## config.mk

```make
export PLATFORM = sky130hd
export DESIGN_NAME = fetch_stage
export DESIGN_NICKNAME = d
export VERILOG_FILES = /design/src/rtl/fetch_stage.sv
export SDC_FILE = /design/constraint.sdc
export NUM_CORES = 1
export LEC_CHECK = 0
export CAP_MARGIN = 10
export CELL_PAD_IN_SITES_DETAIL_PLACEMENT = 1
export CELL_PAD_IN_SITES_GLOBAL_PLACEMENT = 1
export CORE_UTILIZATION = 28
export DETAILED_ROUTE_END_ITERATION = 16
export PLACE_DENSITY = 0.79
export SLEW_MARGIN = 20
export SYNTH_ARGS = -nofsm -noshare
export SYNTH_HDL_FRONTEND = slang
export SYNTH_SLANG_ARGS = --single-unit
```

## constraint.sdc

```tcl
create_clock -name clk -period 3.13 [get_ports clk]
set_clock_uncertainty 0.05 [all_clocks]
set_input_delay 0.4695 -clock clk [delete_from_list [all_inputs] [get_ports clk]]
set_output_delay 0.4695 -clock clk [all_outputs]
set_load 0.02 [all_outputs]
```

## src/rtl/fetch_stage.sv

```systemverilog
// F stage of the P7 MIPS pipeline: owns the PC, drives the instruction-memory
// address, flags fetch-address faults and marks delay-slot instructions.
module fetch_stage #(
   parameter logic [31:0] PC_RESET  = 32'h0000_3000,
   parameter logic [31:0] EXC_ENTRY = 32'h0000_4180,
   parameter logic [31:0] IM_LO     = 32'h0000_3000,
   parameter logic [31:0] IM_HI     = 32'h0000_6FFC,
   parameter logic [4:0]  EXC_ADEL  = 5'd4
) (
   input  logic        clk,
   input  logic        reset,
   input  logic        en,
   input  logic        req,
   input  logic        d_eret,
   input  logic [31:0] epc,
   input  logic        d_br_taken,
   input  logic [31:0] d_br_target,
   input  logic        d_is_brjmp,
   input  logic [31:0] i_inst_rdata,
   output logic [31:0] i_inst_addr,
   output logic [31:0] f_pc,
   output logic [31:0] f_instr,
   output logic        f_bd,
   output logic [4:0]  f_exc_code
);

   logic [31:0] pc_q;
   logic        eret_q;
   logic [31:0] pc_next;
   logic        eret_next;
   logic        fault;

   // eret fetches from EPC in the same cycle, so it has no delay slot.
   assign f_pc        = d_eret ? epc : pc_q;
   assign i_inst_addr = f_pc;
   assign f_bd        = d_is_brjmp & ~d_eret;

   assign fault = (f_pc[1:0] != 2'b00) || (f_pc < IM_LO) || (f_pc > IM_HI);

   always_comb begin
      f_instr    = i_inst_rdata;
      f_exc_code = 5'd0;
      if (fault) begin
         f_instr    = 32'd0;
         f_exc_code = EXC_ADEL;
      end
   end

   // A faulting PC keeps advancing; the fault comes back later as req.
   always_comb begin
      pc_next   = pc_q + 32'd4;
      eret_next = 1'b0;
      if (req) begin
         pc_next = EXC_ENTRY;
      end else if (!en) begin
         pc_next   = pc_q;
         eret_next = eret_q;
      end else if (d_eret) begin
         pc_next   = epc + 32'd4;
         eret_next = 1'b1;
      end else if (d_br_taken) begin
         pc_next = d_br_target;
      end
   end

   always_ff @(posedge clk) begin
      if (reset) begin
         pc_q   <= PC_RESET;
         eret_q <= 1'b0;
      end else begin
         pc_q   <= pc_next;
         eret_q <= eret_next;
      end
   end

endmodule

```

==> results of run 1 <==
[final timing paths]
check,start,end,cells after the start
worst max-delay path,epc[2],f_instr[10],11
worst min-delay path,pc_q[2]$_SDFFE_PP0P_,pc_q[2]$_SDFFE_PP0P_,2
worst max register to register,pc_q[2]$_SDFFE_PP0P_,pc_q[30]$_SDFFE_PP0P_,7
worst min register to register,pc_q[2]$_SDFFE_PP0P_,pc_q[2]$_SDFFE_PP0P_,2
[metal layers]
| layer | GRT usage, % | part of all wire [%] |
|---|---|---|
| met5 | 0 | 0 |
| met4 | 7.76 | 2.0 |
| met3 | 3.66 | 5.9 |
| met2 | 48.3 | 51 |
| met1 | 35.2 | 41 |
[power by group]
part	switching [W]	internal (W)
Clock	0.000203	0.000314
Combinational	0.000386	0.000409
Sequential	0.0000223	0.000426
[timing repair]
item	4_1_cts	5_1_grt
hold buffers	0	0
buffers inserted	3	15
pin swaps	5	10
cloned	3	1
endpoints found under the setup margin	33	30
resized for setup	225	26
[kinds of logic (layout without fill, tap and decap cells)]
kind of cell               Yosys count  in the layout  synth area share, %
AOI/OAI and AO/OA                  148            148                 24.7
xor gates and xnor gates            20             20                 4.22
adders and majority gates            2              2                0.603
buffers and inverters               96            334                 12.8
DFF                                 32             32                 15.4
muxes                               33             33                 8.80
other                                1              4               0.0903
and+or+nand+nor                    249            249                 33.3
[cells in the mapped netlist (all sizes together), types with 5 or more instances]
library cell | instances | area, um^2
nor4 | 11 | 81.3
a21oi | 23 | 115
and3 | 18 | 113
o21ai | 35 | 175
a21o | 6 | 45.0
a31oi | 11 | 68.8
a211oi | 6 | 45.0
nor2 | 39 | 146
a32oi | 6 | 52.6
xor2 | 7 | 61.3
nor3 | 11 | 55.1
or4 | 7 | 56.3
mux2i | 11 | 110
xnor2 | 13 | 114
buf | 49 | 355
and4 | 15 | 131
nand3 | 22 | 110
clkbuf | 32 | 120
mux2 | 22 | 255
a221oi | 6 | 52.6
o211ai | 11 | 82.6
and2 | 36 | 225
dfxtp | 32 | 641
inv | 15 | 56.3
nand4 | 22 | 144
nand2 | 49 | 184
o22ai | 5 | 31.3
[critical path, cell delays in order]
cell and delay [ps]:
clkdlybuf4s50_1 430, and3_4 200, a32oi_2 220, o31ai_1 110, buf_4 150, a311oi_4 280, buf_6 170, buf_12 120
buf_16 110, and2_4 150, buf_6 120
[metrics by stage]
step | hold slack [ps] | power, W | TNS [ps]
CTS | 489 | 0.00172 | 0
detailed placement | 478 | 0.00120 | -19670
global route | 525 | 0.00183 | 0
global placement | 464 | 0.00119 | -18160
floorplan | 438 | 0.000810 | 0
finish | 487 | 0.00176 | 0
[cell type report]
cell class / count / area (um^2)
inverters: 15 / 56.3
well taps: 184 / 230
clock buffers: 6 / 139
repair buffers: 311 / 2970
clock inverters: 2 / 10.0
multi-input cells: 456 / 3130
fillers: 1750 / 7300
flip-flops and latches: 32 / 641
[placed cells by master, fill, tap and decap left out, types with 18 or more instances in the layout]
cell / n
buf_4: 105
buf_6: 24
o21ai_0: 34
nor2_1: 39
clkdlybuf4s50_1: 151
nand2_1: 49
nand3_1: 21
and2_4: 18
a21oi_1: 23
nand4_1: 21
dfxtp_1: 32
==> results by stage, run 1 <==
Routing:
- In this run, the number of DRC markers left after iteration 0 of detailed routing was 362.
- Before antenna repair, the detailed router went through 5 iterations.
- The post-route DRC violation count is 0.
- The overall routed net length is 21.4 mm.
- The detailed router placed about 5,600 vias in this run.
- The vias per cell is 5.61.
- In the final routed layout, each cell accounts on average for between 20 and 25 um.
- In this run the remaining antenna-violating nets after routing total 0.

GRT:
- The first-pass GRT wire length is roughly 32 mm.
- The number of antenna violations at the first check in global routing was 0.
- After global routing the overflow that remains totals 0.
- The via count of the first global-routing pass came to 5,612.
- Entering global routing, the biggest net connects 37 pins.
- The overall track demand over capacity in global routing is 27.7%.

Timing:
- The clock period minus final worst setup slack is 3060 ps.
- At the pin with the least slew margin, the transition time is roughly 630 ps.
- The total of endpoints with negative setup slack in the final report is 0.
- Setup repair after global routing left no endpoint under its margin.
- The relative slew slack is 58.0%.
- The final critical-path setup slack is between 70 and 80 ps.
- After layout, the worst path uses 97.6% of the clock period.
- The fmax is 327 MHz.
- The count of pins over their slew limit was 0.
- The number of hold violations in the final report is 0.

Final layout:
- 0 antenna diodes ended up in the layout.
- The largest registers in the layout are pc_q: 30 flops.
- The number of flip-flops under the largest register name is 30.
- The growth of design area from synthesis to finish is 72.8%.
- The final layout contains roughly 930 nets.
- With fillers left out, the area of the finished cells amounts to 7180 um^2.
- The fraction of final layout cells with drive strength greater than 1 is 26.6%.
- The final cell count without fillers is 1,006.
- The register with the most flip-flops in the final layout is pc_q.
- At the end of the flow the core is filled with cells to 49.6%.

Yosys:
- Counting flops and latches in the post-synthesis netlist gives 32.
- The cell count after synthesis is a little under 600.
- The fraction of the yosys area taken by sequential cells is 15.4%.
- The distinct cell type count after synthesis is just under 70.
- The number of warnings issued by yosys is 0.
- For this run, asynchronously set or reset flops after synthesis account for 0%.
- The average cell area after synthesis is 7.15 um^2.
- The synthesized design contains 0 enable-type register cells.
- The cell area that synthesis handed to floorplanning was 4150 um^2.
- The dominant synthesized flop cell is dfxtp_1.

Clock tree:
- The clock tree root driver cell is clkbuf_16.
- The clock reaches the later pin of the worst-skew pair after 280 ps.
- The maximum number of buffers from clock root to sink is 2.
- The total number of clock tree sinks is 32.
- The count of H-tree levels built during CTS is 2.
- The clock transition at the register clock pins on the worst setup and hold paths after CTS is ~60 ps.
- The TritonCTS buffer count is 5.
- TritonCTS built the clock tree.

Critical path:
- STA classifies the critical path endpoint as an output pin.
- The startpoint kind of the worst setup timing path is an input pin.
- The worst setup path is of the input pin to output pin kind.
- For the worst setup path, the data arrival time is 2540 ps.
- Data on the critical path is required at its endpoint by 2610 ps.
- Of all nets on the critical path, the largest fanout is 8.
- The worst register-to-register path has a setup slack of 850 ps.

Placed design:
- The number of port buffers is 200.
- Before CTS, the worst setup slack after placement is -649 ps.
- The half-perimeter wire length after placement is 16.3 mm.
- The final weighted congestion of routability-driven global placement is 0.928.
- In this run the cell area measured after placement is 6600 um^2.
- In this run, placement finished with an instance count of 976.

Power and ir drop:
- Dividing total power by cell area gives a power density of around 250 nW/um^2.
- Summed over all cells, the static leakage comes to ~3.0 nW.
- The worst supply voltage drop on vdd is roughly 0.19 mV.

Floorplanning:
- Row generation in the floorplan step produced 44 rows.
- The top-level I/O count is 205.
- The initial utilization of the core area, before any placement, comes to 28.7%.
- The area of the die is 15,300 um^2.
- In this run the horizontal extent of the chip is roughly 120 um.
- The height of the die is approximately 120 um.
- The region available for standard cell placement spans 14,500 um^2.

Hold path:
- The tightest min-delay check is of the flop to flop type.

Flow run:
- The tool flagged a number of max-cap violations equal to 0.

Outcome:
- The run finished with clean final reports.
Note: power is estimated with default switching activity, not from simulation.
==> run 2, diff against run 1 <==
--- a/config.mk
+++ b/config.mk
@@ -11,7 +11,7 @@
 export CORE_UTILIZATION = 28
 export DETAILED_ROUTE_END_ITERATION = 16
 export PLACE_DENSITY = 0.79
-export SLEW_MARGIN = 20
+export SLEW_MARGIN = 40
 export SYNTH_ARGS = -nofsm -noshare
 export SYNTH_HDL_FRONTEND = slang
 export SYNTH_SLANG_ARGS = --single-unit
==> results of run 2 <==
Same layout as run 1: the final DEF is identical, and so are final timing and power.
